[config.mk]
export PLATFORM = sky130hd
export DESIGN_NAME = acc_cmd_adapter
export DESIGN_NICKNAME = d
export VERILOG_FILES = /design/src/rtl/acc_cmd_adapter_pkg.sv /design/src/rtl/acc_cmd_adapter.sv
export SDC_FILE = /design/constraint.sdc
export NUM_CORES = 1
export LEC_CHECK = 0
export ABC_CLOCK_PERIOD_IN_PS = 4200
export CAP_MARGIN = 15
export CORE_MARGIN = 4
export CORE_UTILIZATION = 40
export DETAILED_ROUTE_END_ITERATION = 10
export PLACE_DENSITY = 0.82
export SLEW_MARGIN = 10
export SYNTH_ARGS = -nofsm -noshare
export SYNTH_HDL_FRONTEND = slang
export SYNTH_SLANG_ARGS = --single-unit
export TNS_END_PERCENT = 5
[constraint.sdc]
create_clock -name aclk -period 4.2 [get_ports aclk]
set_clock_uncertainty 0.2 [all_clocks]
set_input_delay 0.84 -clock aclk [delete_from_list [all_inputs] [get_ports aclk]]
set_output_delay 0.84 -clock aclk [all_outputs]
set_load 0.02 [all_outputs]
[src/rtl/acc_cmd_adapter_pkg.sv]
// Shared command-stream definitions for the manager and the accelerator adapters:
// command codes, header field positions and the adapter FSM state encoding.
package acc_cmd_adapter_pkg;

  localparam logic [7:0] CmdExec   = 8'h01;
  localparam logic [7:0] CmdFinish = 8'h03;

  localparam int unsigned HdrCodeLsb  = 0;
  localparam int unsigned HdrNargsLsb = 8;

  localparam logic [2:0] StIdle     = 3'd0;
  localparam logic [2:0] StRxTid    = 3'd1;
  localparam logic [2:0] StRxArgs   = 3'd2;
  localparam logic [2:0] StWaitDone = 3'd3;
  localparam logic [2:0] StTxHdr    = 3'd4;
  localparam logic [2:0] StTxTid    = 3'd5;
  localparam logic [2:0] StDrain    = 3'd6;

  function automatic logic [63:0] finish_hdr(input logic [7:0] acc_id);
    return {40'b0, acc_id, 8'h00, CmdFinish};
  endfunction

endpackage

[src/rtl/acc_cmd_adapter.sv]
// Accelerator command adapter: parses execute commands from the manager, streams arguments
// to the core, waits for completion and returns a two-word finish message.
module acc_cmd_adapter
  import acc_cmd_adapter_pkg::*;
#(
  parameter int unsigned MAX_ACCS = 16,
  parameter int unsigned ACC_ID   = 0,
  parameter int unsigned MAX_ARGS = 15,
  localparam int unsigned TidW    = (MAX_ACCS > 1) ? $clog2(MAX_ACCS) : 1
) (
  input  logic            aclk,
  input  logic            aresetn,

  input  logic            cmdin_in_tvalid,
  output logic            cmdin_in_tready,
  input  logic [63:0]     cmdin_in_tdata,
  input  logic            cmdin_in_tlast,

  output logic            cmdout_out_tvalid,
  input  logic            cmdout_out_tready,
  output logic [TidW-1:0] cmdout_out_tid,
  output logic [63:0]     cmdout_out_tdata,

  output logic            task_tvalid,
  input  logic            task_tready,
  output logic [63:0]     task_tdata,
  output logic            task_tlast,

  output logic [63:0]     task_id,
  output logic            busy,
  input  logic            acc_done,
  output logic [7:0]      err_count,
  output logic            err_sticky
);

  localparam logic [7:0] MaxArgs = 8'(MAX_ARGS);

  logic [2:0]  state_q, state_d;
  logic [7:0]  nargs_q, nargs_d;
  logic [7:0]  cnt_q, cnt_d;
  logic [63:0] task_id_q, task_id_d;
  logic        drain_to_wait_q, drain_to_wait_d;
  logic [7:0]  err_count_q;
  logic        err_sticky_q;
  logic        live_q;
  logic        err_event;
  logic [7:0]  hdr_code, hdr_nargs;
  logic        last_arg;

  assign hdr_code  = cmdin_in_tdata[HdrCodeLsb +: 8];
  assign hdr_nargs = cmdin_in_tdata[HdrNargsLsb +: 8];
  assign last_arg  = (cnt_q == nargs_q - 8'd1);

  always_comb begin
    state_d           = state_q;
    nargs_d           = nargs_q;
    cnt_d             = cnt_q;
    task_id_d         = task_id_q;
    drain_to_wait_d   = drain_to_wait_q;
    err_event         = 1'b0;
    cmdin_in_tready   = 1'b0;
    task_tvalid       = 1'b0;
    task_tdata        = cmdin_in_tdata;
    task_tlast        = 1'b0;
    cmdout_out_tvalid = 1'b0;
    cmdout_out_tdata  = '0;
    case (state_q)
      StIdle: begin
        // live_q keeps tready low while in reset and until the first clock after it
        cmdin_in_tready = live_q;
        if (cmdin_in_tvalid && live_q) begin
          nargs_d         = hdr_nargs;
          cnt_d           = '0;
          drain_to_wait_d = 1'b0;
          if (hdr_code != CmdExec || hdr_nargs > MaxArgs || cmdin_in_tlast) begin
            err_event = 1'b1;
            // A bad header that already carries tlast has nothing left to drain
            state_d   = cmdin_in_tlast ? StIdle : StDrain;
          end else begin
            state_d = StRxTid;
          end
        end
      end
      StRxTid: begin
        cmdin_in_tready = 1'b1;
        if (cmdin_in_tvalid) begin
          task_id_d = cmdin_in_tdata;
          if (nargs_q == 8'd0 && cmdin_in_tlast) begin
            state_d = StWaitDone;
          end else if (nargs_q != 8'd0 && !cmdin_in_tlast) begin
            state_d = StRxArgs;
          end else begin
            err_event = 1'b1;
            state_d   = cmdin_in_tlast ? StIdle : StDrain;
          end
        end
      end
      StRxArgs: begin
        task_tvalid     = cmdin_in_tvalid;
        cmdin_in_tready = task_tready;
        task_tlast      = last_arg || cmdin_in_tlast;
        if (cmdin_in_tvalid && task_tready) begin
          cnt_d = cnt_q + 8'd1;
          if (last_arg) begin
            if (cmdin_in_tlast) begin
              state_d = StWaitDone;
            end else begin
              err_event       = 1'b1;
              drain_to_wait_d = 1'b1;
              state_d         = StDrain;
            end
          end else if (cmdin_in_tlast) begin
            err_event = 1'b1;
            state_d   = StWaitDone;
          end
        end
      end
      StDrain: begin
        cmdin_in_tready = 1'b1;
        if (cmdin_in_tvalid && cmdin_in_tlast) begin
          state_d         = drain_to_wait_q ? StWaitDone : StIdle;
          drain_to_wait_d = 1'b0;
        end
      end
      StWaitDone: begin
        if (acc_done) state_d = StTxHdr;
      end
      StTxHdr: begin
        cmdout_out_tvalid = 1'b1;
        cmdout_out_tdata  = finish_hdr(8'(ACC_ID));
        if (cmdout_out_tready) state_d = StTxTid;
      end
      StTxTid: begin
        cmdout_out_tvalid = 1'b1;
        cmdout_out_tdata  = task_id_q;
        if (cmdout_out_tready) state_d = StIdle;
      end
      default: state_d = StIdle;
    endcase
  end

  always_ff @(posedge aclk or negedge aresetn) begin
    if (!aresetn) begin
      state_q         <= StIdle;
      nargs_q         <= '0;
      cnt_q           <= '0;
      task_id_q       <= '0;
      drain_to_wait_q <= 1'b0;
      err_count_q     <= '0;
      err_sticky_q    <= 1'b0;
      live_q          <= 1'b0;
    end else begin
      state_q         <= state_d;
      nargs_q         <= nargs_d;
      cnt_q           <= cnt_d;
      task_id_q       <= task_id_d;
      drain_to_wait_q <= drain_to_wait_d;
      live_q          <= 1'b1;
      if (err_event) begin
        err_sticky_q <= 1'b1;
        if (err_count_q != 8'hff) err_count_q <= err_count_q + 8'd1;
      end
    end
  end

  assign cmdout_out_tid = TidW'(ACC_ID);
  assign task_id        = task_id_q;
  assign busy           = (state_q != StIdle);
  assign err_count      = err_count_q;
  assign err_sticky     = err_sticky_q;

endmodule

==> flow_summary.yaml, run 1 <==
run_status:
  outcome: "finished clean"
route:
  via_per_inst: 5.14
  drtAntennaViolNets: 0
  drtIter0Drc: 243
  vias: 4510
  wire_per_inst_um: 18.7
  dr.pass1.iters: 5
  drt_wl_total_mm: 16.4
  drc: 0
clock_network:
  ctsRootBufferMaster: "clkbuf_16"
  clockBufferDepth: 2
  post-cts-setup-buffer-count: 0
  cts_buffers: 9
  cts_tree: "built"
  cts_max_level: 3
  ctsResizeCount: 0
  clk-insertion-delay-late_ns: 0.34
  numClockSinks: 94
  cts_hold_buf: 0
  path_clk_slew_ns: 0.06
cells_and_area:
  antenna_cells: 0
  drive_gt1_frac: 0.139
  fin_nets: 782
  layout_commonest_cell: "clkdlybuf4s50_1"
  final_cell_mix: "274 x clkdlybuf4s50_1, 93 x dfrtp_1, 67 x mux2_2"
  area_growth_pct: 51.6
  fill_cells: 983
  multi_input_area_um2: 2260
  area.sequential_um2: 2350
  fin_cells: 878
pwr:
  p_leak_nw: 3.54
  power.density_nw_per_um2: 674
  ir_worst_vdd_uv: 413
job:
  drv_cap: 0
timing:
  slew_viol_final: 0
  fin_setup_tns_ns: 0
  tightest_slew_ns: 1.07
  hold_viol: 0
  min_period_ns: 3.92
  setup_viol: 0
  slew_headroom: 0.284
  period_share: 0.934
  rsz0062_at_grt: "no"
  clock.fmax_ghz: 0.255
floorplan:
  ios: 281
  die_height_um: 123
  start_util: 0.413
  rows: 41
  die_w_um: 123
  coreArea_um2: 12800
  dieArea_um2: 15100
critical_path:
  end_kind: "primary output"
  path_buf_inv: 3
  cp.required_ns: 3.16
  slowest_delay_ns: 0.64
  slowest_stage: "clkdlybuf4s50_1"
  arrival_ns: 2.88
  crit_path_cell_trace: "nand2b_1, inv_1, buf_4, and3_1, clkdlybuf4s50_1"
  start_kind: "register"
  path_class: "reg2out"
  path_max_fanout: 26
  crit_family: "buffers and inverters"
logic_synthesis:
  syn-instance-count: 499
  synth_edf_count: 0
  synth-seq-area-share: 0.446
  synth_seq_cells: 94
  synthFlopType: "dfrtp_1"
  avgSynthCellArea_um2: 10.6
  ys_types: 47
  synthArstFlopShare: 1.00
  synth_area_um2: 5280
  yosys_warnings: 0
global_route:
  grt_pass1_wl_mm: 25.1
  track_usage: 0.214
  grt_pass1_vias: 4721
  grt_max_degree: 76
  grt_overflow_total: 0
  grt_antenna_before_repair: 0
worst_hold_path:
  hp-class: "reg2reg"
place:
  dp_cells: 862
  gp_congestion: 0.874
  hpwl_mm: 12.7
  io_buffer_count: 276
-- report_power, final --
group,internal (mW),switching (mW),total [mW]
Clock,0.513,0.332,0.845
Combinational,1.41,1.38,2.79
Sequential,1.30,0.452,1.76
-- synthesized netlist by cell type (2+ instances only) --
cell type,number,area (µm²)
o21ai_0,8,40.0
nor3_2,2,20.0
o211ai_1,2,15.0
buf_4,69,518
nand2_1,33,124
and3_1,66,413
nor2_1,18,67.6
xnor2_1,11,96.3
nor3b_1,3,22.5
nand3_1,7,35.0
buf_2,9,45.0
a211oi_1,2,15.0
o31ai_1,2,15.0
ha_1,10,125
nor2b_1,3,18.8
inv_1,12,45.0
dfrtp_1,94,2350
nand4_1,5,31.3
clkbuf_1,16,60.1
nand2b_1,6,37.5
conb_1,2,7.51
xor2_1,9,78.8
a21oi_1,11,55.1
o221ai_1,3,26.3
mux2_2,67,754
nor4_1,5,31.3
nor3_1,4,20.0
-- final timing paths --
kind	startpoint	end	slack (ns)	depth (start not counted)
max	state_q[1]$_DFFE_PN0P_	cmdout_out_tdata[59]	0.28	5
max reg2reg	nargs_q[0]$_DFFE_PN0P_	err_count[1]$_DFFE_PN0P_	0.91	11
min in group asynchronous	aresetn	task_id[9]$_DFFE_PN0P_	0.37	1
min	err_sticky$_DFFE_PN0P_	err_sticky$_DFFE_PN0P_	0.29	1
min reg2reg	err_sticky$_DFFE_PN0P_	err_sticky$_DFFE_PN0P_	0.29	1
max in group asynchronous	aresetn	task_id[28]$_DFFE_PN0P_	2.67	2
-- kinds of logic after synthesis --
| logic type | count (synthesis) | share of synthesized area |
|---|---|---|
| xor gates and xnor gates | 20 | 0.0332 |
| DFF | 94 | 0.446 |
| adders and majority gates | 10 | 0.0237 |
| buffers and inverters | 107 | 0.129 |
| other | 2 | 0.00142 |
| AOI/OAI and AO/OA | 36 | 0.0462 |
| muxes | 69 | 0.148 |
| and+or+nand+nor | 161 | 0.173 |
-- metal layers --
layer	track usage	up-vias	share of wire	wire, µm
met5	0	-	0	0
met4	0.0770	0	0.020	337
met3	0.0530	28	0.087	1430
met2	0.364	236	0.49	8130
met1	0.263	2177	0.40	6550
li1	-	2069	-	-
-- metrics by stage --
step | util | hold WS (ns) | setup WS (ns) | cell area [µm²] | power (mW)
6_report | 0.626 | 0.290 | 0.276 | 8000 | 5.39
3_3_place_gp | 0.602 | 0.253 | 0.526 | 7690 | 4.48
2_1_floorplan | - | 0.280 | 0.992 | 5290 | 3.22
4_1_cts | 0.626 | 0.292 | 0.0605 | 8000 | 5.45
5_1_grt | 0.626 | 0.315 | 0.0486 | 8000 | 5.71
3_5_place_dp | 0.602 | 0.267 | 0.447 | 7690 | 4.57
-- cell type report --
type | instances | share of cell area
Timing Repair Buffer | 283 | 0.352
Sequential cell | 94 | 0.294
Multi-Input combinational cell | 301 | 0.282
Clock buffer | 14 | 0.0342
Tap cell | 172 | 0.0269
Inverter | 12 | 0.00563
Clock inverter | 2 | 0.00485
-- flip-flops by register name, indices dropped and copies added (netlist names) --
register / cells
cnt_q: 8
drain_to_wait_q: 1
err_count: 8
err_sticky: 1
live_q: 1
nargs_q: 8
state_q: 3
task_id: 64
(Power assumes the default switching activity.)
==> run 2: changes to the inputs <==
Settings changed: CAP_MARGIN 15 to 10, RECOVER_POWER from default to 25.
==> flow_summary.yaml, run 2 (synthesized netlist as in run 1, its figures left out) <==
critical_path:
  end_kind: "primary output"
  cp.required_ns: 3.16
  path_class: "reg2out"
  path_max_fanout: 26
  arrival_ns: 2.88
  start_kind: "register"
job:
  drv_cap: 0
cells_and_area:
  largest_reg_flops: 64
  antenna_cells: 0
  fill_cells: 988
  fin_nets: 782
  fin_area_um2: 7980
  layout_commonest_cell: "clkdlybuf4s50_1"
  final_cell_mix: "274 x clkdlybuf4s50_1, 93 x dfrtp_1, 67 x mux2_2"
  area_growth_pct: 51.3
  drive_gt1_frac: 0.133
timing:
  slew_viol_final: 0
  min_period_ns: 3.92
  hold_viol: 0
  tightest_slew_ns: 1.45
  slew_headroom: 0.0361
  final.setup.worst_slack_ns: 0.281
  setup_viol: 0
  period_share: 0.933
  clock.fmax_ghz: 0.255
  rsz0062_at_grt: "no"
  fin_setup_tns_ns: 0
global_route:
  grtUsageMet3: 0.0530
  grt_antenna_before_repair: 0
  track_usage: 0.214
  grt_pass1_vias: 4721
  grtUsageMet2: 0.364
  grt_use_met1: 0.263
  grt_max_degree: 76
  grt_overflow_total: 0
  grt.busiest_layer: "met2"
  grt_pass1_wl_mm: 25.1
route:
  drtIter0Drc: 225
  dr.pass1.iters: 5
  via_per_inst: 5.13
  drt_wl_total_mm: 16.5
  vias: 4504
  drc: 0
  drtAntennaViolNets: 0
  wire_per_inst_um: 18.8
place:
  dpl_worst_slack_ns: 0.447
  placed_cell_area_um2: 7690
  gp_congestion: 0.874
  io_buffer_count: 276
  hpwl_mm: 12.7
floorplan:
  die_w_um: 123
  rows: 41
  start_util: 0.413
  dieArea_um2: 15100
  coreArea_um2: 12800
  ios: 281
  die_height_um: 123
pwr:
  power.density_nw_per_um2: 674
  p_leak_nw: 3.54
  ir_worst_vdd_uv: 414
clock_network:
  post-cts-setup-buffer-count: 0
  numClockSinks: 94
  cts_tree: "built"
  ctsRootBufferMaster: "clkbuf_16"
  clockBufferDepth: 2
  path_clk_slew_ns: 0.06
  cts_max_level: 3
  cts_buffers: 9
  clk-insertion-delay-late_ns: 0.34
worst_hold_path:
  hp-class: "reg2reg"
run_status:
  outcome: "finished clean"
-- run 2: changes by cell type in the layout (fill, tap and decap cells not counted), sizes merged --
cell	previous run	this run
clkbuf	14	17
buf	8	5
-- run 2: stage by stage --
stage | std cells | total power, mW | hold slack (ns) | utilization
after detailed placement | 862 | 4.57 | 0.267 | 0.602
after global placement | 862 | 4.48 | 0.253 | 0.602
final | 878 | 5.38 | 0.290 | 0.625
after floorplan | 502 | 3.22 | 0.280 | -
after global routing | 878 | 5.70 | 0.315 | 0.625
after CTS | 878 | 5.45 | 0.292 | 0.626
-- run 2: where the power goes --
part	switching (mW)	internal [mW]
logic	1.38	1.41
registers	0.451	1.30
clock network	0.330	0.513
total	2.16	3.22
-- run 2: final timing paths --
path / depth (start not counted) / from / end / slack [ns]
worst min-delay path: 1 / err_sticky$_DFFE_PN0P_ / err_sticky$_DFFE_PN0P_ / 0.29
worst max register to register: 11 / nargs_q[0]$_DFFE_PN0P_ / err_count[1]$_DFFE_PN0P_ / 0.91
worst max-delay path: 5 / state_q[1]$_DFFE_PN0P_ / cmdout_out_tdata[59] / 0.28
worst min register to register: 1 / err_sticky$_DFFE_PN0P_ / err_sticky$_DFFE_PN0P_ / 0.29
max in group asynchronous: 2 / aresetn / task_id[35]$_DFFE_PN0P_ / 1.51
min in group asynchronous: 1 / aresetn / task_id[9]$_DFFE_PN0P_ / 0.65
-- run 2: critical path: stages (launching register included) --
cell,delay [ns]
dfrtp_1,0.57
nand2b_1,0.30
inv_1,0.43
buf_4,0.35
and3_1,0.23
clkdlybuf4s50_1,0.64
-- run 2: per-layer routing --
layer / wire length [µm] / vias to the layer above
li1: - / 2066
met1: 6550 / 2178
met2: 8130 / 232
met3: 1450 / 28
met4: 337 / 0
met5: 0 / -
-- run 2: layout make-up --
cell class                 instances  area (µm²)  share of cell area
inverter                          12        45.0             0.00564
clock buffer                      14         274              0.0343
multi-input combinational        301        2250               0.282
sequential                        94        2350               0.295
timing repair buffer             283        2810               0.351
tap                              172         215              0.0270
clock inverter                     2        38.8             0.00486
-- run 2: repair_timing --
| item | in CTS | in global routing |
|---|---|---|
| gates resized for setup | 0 | 1 |
| hold buffers | 0 | 0 |
| setup endpoints to repair | 0 | 1 |
==> run 3: changes to the inputs <==
Settings changed: CAP_MARGIN 10 to default.
==> results of run 3 <==
Final layout, timing and power as in run 2 (identical DEF).
